[config.mk]
export PLATFORM = sky130hd
export DESIGN_NAME = cordic_ctrl_fsm_p
export DESIGN_NICKNAME = d
export VERILOG_FILES = /design/src/rtl/cordic_ctrl_fsm_p_pkg.sv /design/src/rtl/cordic_ctrl_fsm_p_cnt.sv /design/src/rtl/cordic_ctrl_fsm_p.sv
export SDC_FILE = /design/constraint.sdc
export NUM_CORES = 1
export LEC_CHECK = 0
export ABC_AREA = 1
export CORE_MARGIN = 3
export CORE_UTILIZATION = 49
export CTS_BUF_LIST = sky130_fd_sc_hd__clkbuf_2 sky130_fd_sc_hd__clkbuf_4 sky130_fd_sc_hd__clkbuf_8
export DETAILED_ROUTE_END_ITERATION = 12
export GPL_ROUTABILITY_DRIVEN = 0
export MAX_ROUTING_LAYER = met4
export PLACE_DENSITY = 0.84
export SLEW_MARGIN = 0
export SYNTH_ARGS = -nofsm -noshare
export SYNTH_HDL_FRONTEND = slang
export SYNTH_SLANG_ARGS = --single-unit
[constraint.sdc]
create_clock -name clk -period 2.6 [get_ports clk]
set_input_delay 0.26 -clock clk [delete_from_list [all_inputs] [get_ports clk]]
set_output_delay 0.26 -clock clk [all_outputs]
set_load 0.02 [all_outputs]
[src/rtl/cordic_ctrl_fsm_p_pkg.sv]
// Shared definitions for the CORDIC sequencer: state encoding, variable
// indices, mode encodings and the range-reduction helper used by sel_mux_3.
package cordic_ctrl_fsm_p_pkg;

  typedef enum logic [3:0] {
    ST_IDLE,
    ST_LOAD,
    ST_SETUP,
    ST_ADD_ST,
    ST_ADD_WT,
    ST_STORE,
    ST_GAIN,
    ST_GWT,
    ST_OUT,
    ST_DONE
  } state_e;

  localparam logic [1:0] VAR_X = 2'd0;
  localparam logic [1:0] VAR_Y = 2'd1;
  localparam logic [1:0] VAR_Z = 2'd2;

  localparam logic MODE_ROT = 1'b0;
  localparam logic MODE_VEC = 1'b1;

  // Regions 01 and 10 mirror the angle, which swaps the sin/cos output select.
  function automatic logic region_swaps(input logic [1:0] region);
    return (region == 2'b01) || (region == 2'b10);
  endfunction

endpackage

[src/rtl/cordic_ctrl_fsm_p_cnt.sv]
// cordic_cnt_p: saturating up-counter with synchronous load.
// Ports: clk, rst_n (async active-low), load/ld_val (sync load, wins over en),
//        en (count up, holds at MAX), cnt, max_tick (cnt==MAX), min_tick (cnt==0).
module cordic_cnt_p #(
  parameter int             W   = 4,
  parameter logic [W-1:0]   MAX = '1
) (
  input  logic         clk,
  input  logic         rst_n,
  input  logic         load,
  input  logic [W-1:0] ld_val,
  input  logic         en,
  output logic [W-1:0] cnt,
  output logic         max_tick,
  output logic         min_tick
);

  assign max_tick = (cnt == MAX);
  assign min_tick = (cnt == '0);

  always_ff @(posedge clk or negedge rst_n) begin
    if (!rst_n)                cnt <= '0;
    else if (load)             cnt <= ld_val;
    else if (en && !max_tick)  cnt <= cnt + W'(1);
  end

endmodule

[src/rtl/cordic_ctrl_fsm_p.sv]
// cordic_ctrl_fsm_p: CORDIC sequencer. Walks N_ITER iterations, each updating
// N_VAR variables through the shared add/subt unit (beg/ready/ack handshake),
// and drives datapath mux selects and register enables.
// Ports:
//   clk, reset (async active-low)
//   host:    beg_fsm_cordic, ack_fsm_cordic, operation, mode_in,
//            shift_region_flag -> ready_cordic, busy
//   add/sub: beg_add_subt, ack_add_subt <- ready_add_subt
//   gain:    beg_mult (<- ready_mult when CORDIC_GAIN_COMP_EN is defined)
//   datapath: iter_idx, var_idx, sel_mux_1/2/3, mode, enab_* one-cycle enables
// Build option: CORDIC_GAIN_COMP_EN inserts GAIN/GWT (K-gain multiply) before OUT.
module cordic_ctrl_fsm_p
  import cordic_ctrl_fsm_p_pkg::*;
#(
  parameter int N_ITER = 16,
  parameter int ITER_W = 5,
  parameter int N_VAR  = 3
) (
  input  logic              clk,
  input  logic              reset,
  input  logic              beg_fsm_cordic,
  input  logic              ack_fsm_cordic,
  input  logic              operation,
  input  logic              mode_in,
  input  logic [1:0]        shift_region_flag,
  input  logic              ready_add_subt,
`ifdef CORDIC_GAIN_COMP_EN
  input  logic              ready_mult,
`endif
  output logic              ready_cordic,
  output logic              busy,
  output logic              beg_add_subt,
  output logic              ack_add_subt,
  output logic              beg_mult,
  output logic [ITER_W-1:0] iter_idx,
  output logic [1:0]        var_idx,
  output logic              sel_mux_1,
  output logic [1:0]        sel_mux_2,
  output logic              sel_mux_3,
  output logic              mode,
  output logic              enab_rb1,
  output logic              enab_rb2,
  output logic              enab_d_ff_xn,
  output logic              enab_d_ff_yn,
  output logic              enab_d_ff_zn,
  output logic              enab_dff_shifted,
  output logic              enab_dff_lut,
  output logic              enab_dff_sign,
  output logic              enab_d_ff_out
);

  localparam logic [ITER_W-1:0] ITER_MAX = ITER_W'(N_ITER - 1);
  localparam logic [1:0]        VAR_MAX  = 2'(N_VAR - 1);

  state_e     state, state_nxt;
  logic       iter_last, iter_first, var_last, unused_var_min;
  logic       op_q;
  logic [1:0] region_q;

  always_ff @(posedge clk or negedge reset) begin
    if (!reset) state <= ST_IDLE;
    else        state <= state_nxt;
  end

  // Counters are cleared while idle so every operation starts at (0,0);
  // the variable counter is also rewound at the top of each iteration.
  cordic_cnt_p #(.W(ITER_W), .MAX(ITER_MAX)) u_iter_cnt (
    .clk      (clk),
    .rst_n    (reset),
    .load     (state == ST_IDLE),
    .ld_val   ('0),
    .en       ((state == ST_STORE) && var_last),
    .cnt      (iter_idx),
    .max_tick (iter_last),
    .min_tick (iter_first)
  );

  cordic_cnt_p #(.W(2), .MAX(VAR_MAX)) u_var_cnt (
    .clk      (clk),
    .rst_n    (reset),
    .load     ((state == ST_IDLE) || (state == ST_SETUP)),
    .ld_val   (2'b00),
    .en       ((state == ST_STORE) && !var_last),
    .cnt      (var_idx),
    .max_tick (var_last),
    .min_tick (unused_var_min)
  );

  // Per-operation configuration captured once so the host may change its
  // inputs while the operation runs. Cleared on reset so outputs read 0.
  always_ff @(posedge clk or negedge reset) begin
    if (!reset) begin
      mode     <= MODE_ROT;
      op_q     <= 1'b0;
      region_q <= 2'b00;
    end else if (state == ST_LOAD) begin
      mode     <= mode_in;
      op_q     <= operation;
      region_q <= shift_region_flag;
    end
  end

  assign busy      = (state != ST_IDLE) && (state != ST_DONE);
  assign sel_mux_1 = !iter_first;
  assign sel_mux_2 = var_idx;
  assign sel_mux_3 = op_q ^ region_swaps(region_q);

  always_comb begin
    state_nxt        = state;
    ready_cordic     = 1'b0;
    beg_add_subt     = 1'b0;
    ack_add_subt     = 1'b0;
    beg_mult         = 1'b0;
    enab_rb1         = 1'b0;
    enab_rb2         = 1'b0;
    enab_d_ff_xn     = 1'b0;
    enab_d_ff_yn     = 1'b0;
    enab_d_ff_zn     = 1'b0;
    enab_dff_shifted = 1'b0;
    enab_dff_lut     = 1'b0;
    enab_dff_sign    = 1'b0;
    enab_d_ff_out    = 1'b0;
    case (state)
      ST_IDLE:   if (beg_fsm_cordic) state_nxt = ST_LOAD;
      ST_LOAD: begin
        enab_rb1  = 1'b1;
        state_nxt = ST_SETUP;
      end
      ST_SETUP: begin
        enab_rb2         = 1'b1;
        enab_dff_shifted = 1'b1;
        enab_dff_lut     = 1'b1;
        enab_dff_sign    = 1'b1;
        state_nxt        = ST_ADD_ST;
      end
      ST_ADD_ST: begin
        beg_add_subt = 1'b1;
        state_nxt    = ST_ADD_WT;
      end
      ST_ADD_WT: if (ready_add_subt) state_nxt = ST_STORE;
      ST_STORE: begin
        ack_add_subt = 1'b1;
        enab_d_ff_xn = (var_idx == VAR_X);
        enab_d_ff_yn = (var_idx == VAR_Y);
        enab_d_ff_zn = (var_idx == VAR_Z);
        if (!var_last)       state_nxt = ST_ADD_ST;
        else if (!iter_last) state_nxt = ST_SETUP;
`ifdef CORDIC_GAIN_COMP_EN
        else                 state_nxt = ST_GAIN;
`else
        else                 state_nxt = ST_OUT;
`endif
      end
`ifdef CORDIC_GAIN_COMP_EN
      ST_GAIN: begin
        beg_mult  = 1'b1;
        state_nxt = ST_GWT;
      end
      ST_GWT:    if (ready_mult) state_nxt = ST_OUT;
`endif
      ST_OUT: begin
        enab_d_ff_out = 1'b1;
        state_nxt     = ST_DONE;
      end
      ST_DONE: begin
        ready_cordic = 1'b1;
        // ack takes priority; a fresh beg must be seen again in IDLE
        if (ack_fsm_cordic) state_nxt = ST_IDLE;
      end
      default:   state_nxt = ST_IDLE;
    endcase
  end

endmodule

[Word level (Yosys, flattened, before mapping)]
Index checks and enable logic that the tools add are counted.
Cells by class
  mux-type cells: 19
  reduce and logical (&&, ||, !) cells: 17
  eq/ne operators: 16
  $add $sub $neg: 2
  bitwise logic cells: 1
Operators with widths (number)
  case mux 4 bit (8 select lines): 1
  2-to-1 mux 4 bit: 5
  2-to-1 mux 5 bit: 2
  2-to-1 mux 1 bit: 9
  == test 4 x 2 -> 1 bit (second input constant): 2
  == test 4 x 3 -> 1 bit (second input constant): 2
  == test 4 bit (second input constant): 2
  != test 2 bit (second input constant): 3
  adder 5 x 1 -> 5 bit (second input constant): 1
  == test 5 x 4 -> 1 bit (second input constant): 1
  logical AND 1 bit: 5
  logical NOT 5 bit: 1
  == test 2 x 1 -> 1 bit (second input constant): 2
  == test 2 bit (second input constant): 2
  == test 4 x 1 -> 1 bit (second input constant): 1
  logical NOT 4 bit: 1
  2-to-1 mux 2 bit: 2
  != test 4 bit (second input constant): 1
  nonzero test 2 bit: 2
  nonzero test 4 bit: 1
  logical NOT 1 bit: 3
  AND reduction 3 bit: 1
  adder 2 x 1 -> 2 bit (second input constant): 1
  logical NOT 2 bit: 1
  other kinds (2): 3
Word-level totals
  output and inout port bits: 26
  input port bits: 9
  bits in registers: 15
  logic and storage cells: 61

[Longest topological paths before layout]
  depth after elaboration: 6
  mapped depth: 9
  mapped depth without buffers: 9

[Modules after synthesis]
From an unflattened synthesis, not the netlist that was laid out.
Unflattened totals
  cells, all modules: 158
  area, all modules: 1064.8 um^2
Modules (own cells, without submodules)
  cordic_ctrl_fsm_p: cells each 82, instances 1, area each 553.0 um^2, seq. area each 200.2 um^2
  cordic_cnt_p (u_iter_cnt): cells each 55, instances 1, area each 369.1 um^2, seq. area each 125.1 um^2
  cordic_cnt_p (u_var_cnt): cells each 21, instances 1, area each 142.6 um^2, seq. area each 50.0 um^2

[Worst setup path after synthesis]
Ideal clock, no wire load.
  path type: register -> output
  start: reg state[2]
  end: out enab_dff_shifted
  setup slack: 0.994 ns
  arrival time: 1.346 ns
  buffers on the path: 1
  stages on the path, launching flop included: 7
  cell sequence: dfrtp_1 > inv_1 > nand2_1 > nor2_1 > inv_1 > nor2_1 > buf_4
Between the ends
  cells in the longest elaborated chain, start to end: 2
Ends and longest elaborated chain
  start, declared: line cordic_ctrl_fsm_p.sv:55  | state_e state, state_nxt;
  start signal, assigned: line cordic_ctrl_fsm_p.sv:62  | else state <= state_nxt;
  == test 4 x 2 -> 1 bit
  2-to-1 mux 1 bit
  end, declared: line cordic_ctrl_fsm_p.sv:46  | output logic enab_dff_shifted,
Every way passes these cells.

[Worst setup path after layout]
  start: reg state[2]
  end: out enab_dff_lut
Between the ends
  cells in the longest elaborated chain, start to end: 2
Ends and longest elaborated chain
  == test 4 x 2 -> 1 bit: line cordic_ctrl_fsm_p.sv:123  | case (state)
  2-to-1 mux 1 bit: line cordic_ctrl_fsm_p.sv:123
  end, declared: line cordic_ctrl_fsm_p.sv:47  | output logic enab_dff_lut,
Every way passes these cells.

==> flow_metrics.tcl <==
set metrics [dict create \
    outcome "complete, no violations" \
    via_count 921 \
    clk_pin_slew_ns 0.10 \
    r2r_cells 9 \
    async_flop_share_pct 100.0 \
    final.min_clock_period_ns 2.226 \
    cts_tree "built" \
    rsz0062_at_grt "false" \
    clk_latency_ns 0.29 \
    grt_pass1_wl_mm 3.801 \
    yosysSeqAreaShare_pct 38.17 \
    hold_class "in -> async" \
    slew_violations 0 \
    crit_cells 6 \
    crit_buf_inv 3 \
    netlist_instances 133 \
    whs_ns 0.3825 \
    routed_wl_mm 2.194 \
    via_per_inst 4.873 \
    dp_hpwl_mm 1.764 \
    synth_warnings 0 \
    cp_cell_sequence "inv_1 -> nand2_1 -> nor2_1 -> inv_1 -> nor2_1 -> clkdlybuf4s50_1" \
    path_max_fanout 5 \
    postCtsResizedCells 0 \
    startpoint "state[2]" \
    rrSetupSlack_ns 1.03 \
    initial_utilization_pct 54.58 \
    cp-endpoint "enab_dff_lut" \
    ir_drop_uv 520.7 \
    yosys-top-cells-area "dfrtp_1 38%, nand2_1 13%, ha_1 7.6%, inv_1 6.5%, nand3_1 6.1%" \
    synth_top_area_share_pct 38.17 \
    layout.cells.non_filler 189 \
    setup_viol 0 \
    ctsHoldBuffers 0 \
    fp.dieW_um 50.80 \
    slowest_stage "clkdlybuf4s50_1" \
    cts_max_level 1 \
    cts_setup_buffers 0 \
    wl_per_cell_um 11.61 \
    syn-num-nets 148 \
    cts_made_buffers 3 \
    leakage_uw 0.0006507 \
    critPathMaxStageDelay_ns 0.66 \
    drt_pass1_iterations 4 \
    dieArea_um2 2581 \
    rows 15 \
    ys_ff_latch 15 \
    critPathTopFamily "buffers and inverters" \
    gr-total-overflow 0 \
    synth_cell_type_count 23 \
    grt_max_degree 16 \
    pin_count 35 \
    synth_top_area_cell "dfrtp_1" \
    power_density_nw_per_um2 922.4 \
    critPathKind "reg -> out" \
    drive_gt1_share_pct 9.756 \
    die_h_um 50.80 \
    crit_arrival_ns 1.97 \
    required_ns 2.34 \
    core_um2 1802 \
    io_buffers 33 \
    cp-end-kind "output port" \
    hold_viol 0 \
    drtIter0Drc 17 \
    synth_common_cells "34 x nand2_1, 17 x inv_1, 16 x nor2_1, 15 x dfrtp_1, 12 x nand3_1" \
    antenna_found_initial 0 \
    grt_pass1_vias 868 \
    fin_nets 180 \
    critPathLaunchType "register" \
    max_freq_mhz 449.2 \
    avgSynthCellArea_um2 7.394 \
    syn_to_final_growth_pct 34.99 \
    maxCapViolCount 0 \
    drc 0 \
    tightest_slew_ns 0.7056 \
    dp.cells 185 \
    grt_usage_pct 20.41 \
    r2r-start "u_iter_cnt.cnt[0]" \
    finalCritPeriodShare_pct 85.61 \
    post-synth-top-count-cell "nand2_1" \
    cts_sinks 15 \
    cts.path.max_buffers 2 \
    r2r-end "u_iter_cnt.cnt[2]" \
    synthFlopType "dfrtp_1" \
    maxSlewHeadroom_pct 52.81 \
    antenna_left 0 \
    synth-edff-count 0 \
    n_antenna_cell 0 \
    cts_root_buffer "clkbuf_4" \
    tns_ns 0 \
    syn_area_um2 983.4 \
    finalClockSkew_ns 0.006409 \
]
## state kept, by name (all words and copies together), names as in the netlist
name and cells:
u_iter_cnt.cnt 5, state 4, region_q 2, u_var_cnt.cnt 2
mode 1, op_q 1
## metrics by stage
stage               utilization, %  instance area (um2)  worst slack [ns]  power, uW
finish                       73.68                 1328            0.3740       1225
global route                 73.68                 1328            0.1985       1314
CTS                          73.68                 1328            0.3508       1239
detailed placement           72.15                 1300            0.6826       1097
global placement             72.15                 1300            0.7694       1074
floorplan                        -                983.4            0.9944      837.8
## kinds of logic (layout without fill, tap and decap cells)
| kind of cell | count (synthesis) | count (layout) | synth area share [%] |
|---|---|---|---|
| AND/OR/NAND/NOR | 72 | 72 | 33.84 |
| flip-flops | 15 | 15 | 38.17 |
| other | 1 | 1 | 0.3813 |
| XOR/XNOR | 3 | 3 | 2.672 |
| AO/OA/AOI/OAI | 7 | 7 | 3.816 |
| buffers and inverters | 29 | 60 | 13.49 |
| adder cells (fa/ha/maj) | 6 | 6 | 7.633 |
## final cells by class
cell class | count | area (um2)
Clock inverter | 1 | 5.005
Multi-Input combinational cell | 89 | 475.5
Fill cell | 153 | 474.2
Timing Repair Buffer | 33 | 330.3
Inverter | 23 | 87.58
Tap cell | 25 | 31.28
Clock buffer | 3 | 22.52
Sequential cell | 15 | 375.4
## worst min-delay path by stage
stage | depth (start not counted) | endpoint | startpoint
6_report | 1 | region_q[1] | reset
4_1_cts | 1 | u_var_cnt.cnt[1] | reset
5_1_grt | 1 | region_q[1] | reset
3_3_place_gp | 2 | mode | mode
3_5_place_dp | 2 | mode | mode
2_1_floorplan | 0 | mode | reset
## routing by layer
layer	part of all wire, %	GRT usage [%]
met1	45	24.77
met2	47	32.83
met3	6.0	4.154
met4	1.9	8.969
met5	0	-
## layout by cell type (no fill, tap or decap), types with 3 or more instances in the layout
cell,synthesis,final
ha_1,6,6
o21ai_0,3,3
clkbuf_4,0,3
inv_2,5,5
nor2_1,16,16
nand2_1,34,34
nand3_1,12,12
inv_1,17,17
clkdlybuf4s50_1,0,33
dfrtp_1,15,15
## report_power, final
group / switching (uW) / total (uW) / internal (uW) / leakage, uW
Clock: 83.7 / 141 / 57.3 / 0.0000177
Sequential: 49.5 / 345 / 295 / 0.000198
Combinational: 430 / 739 / 309 / 0.000435
Total: 564 / 1220 / 661 / 0.000651
Power figures use the tool's default switching activity.
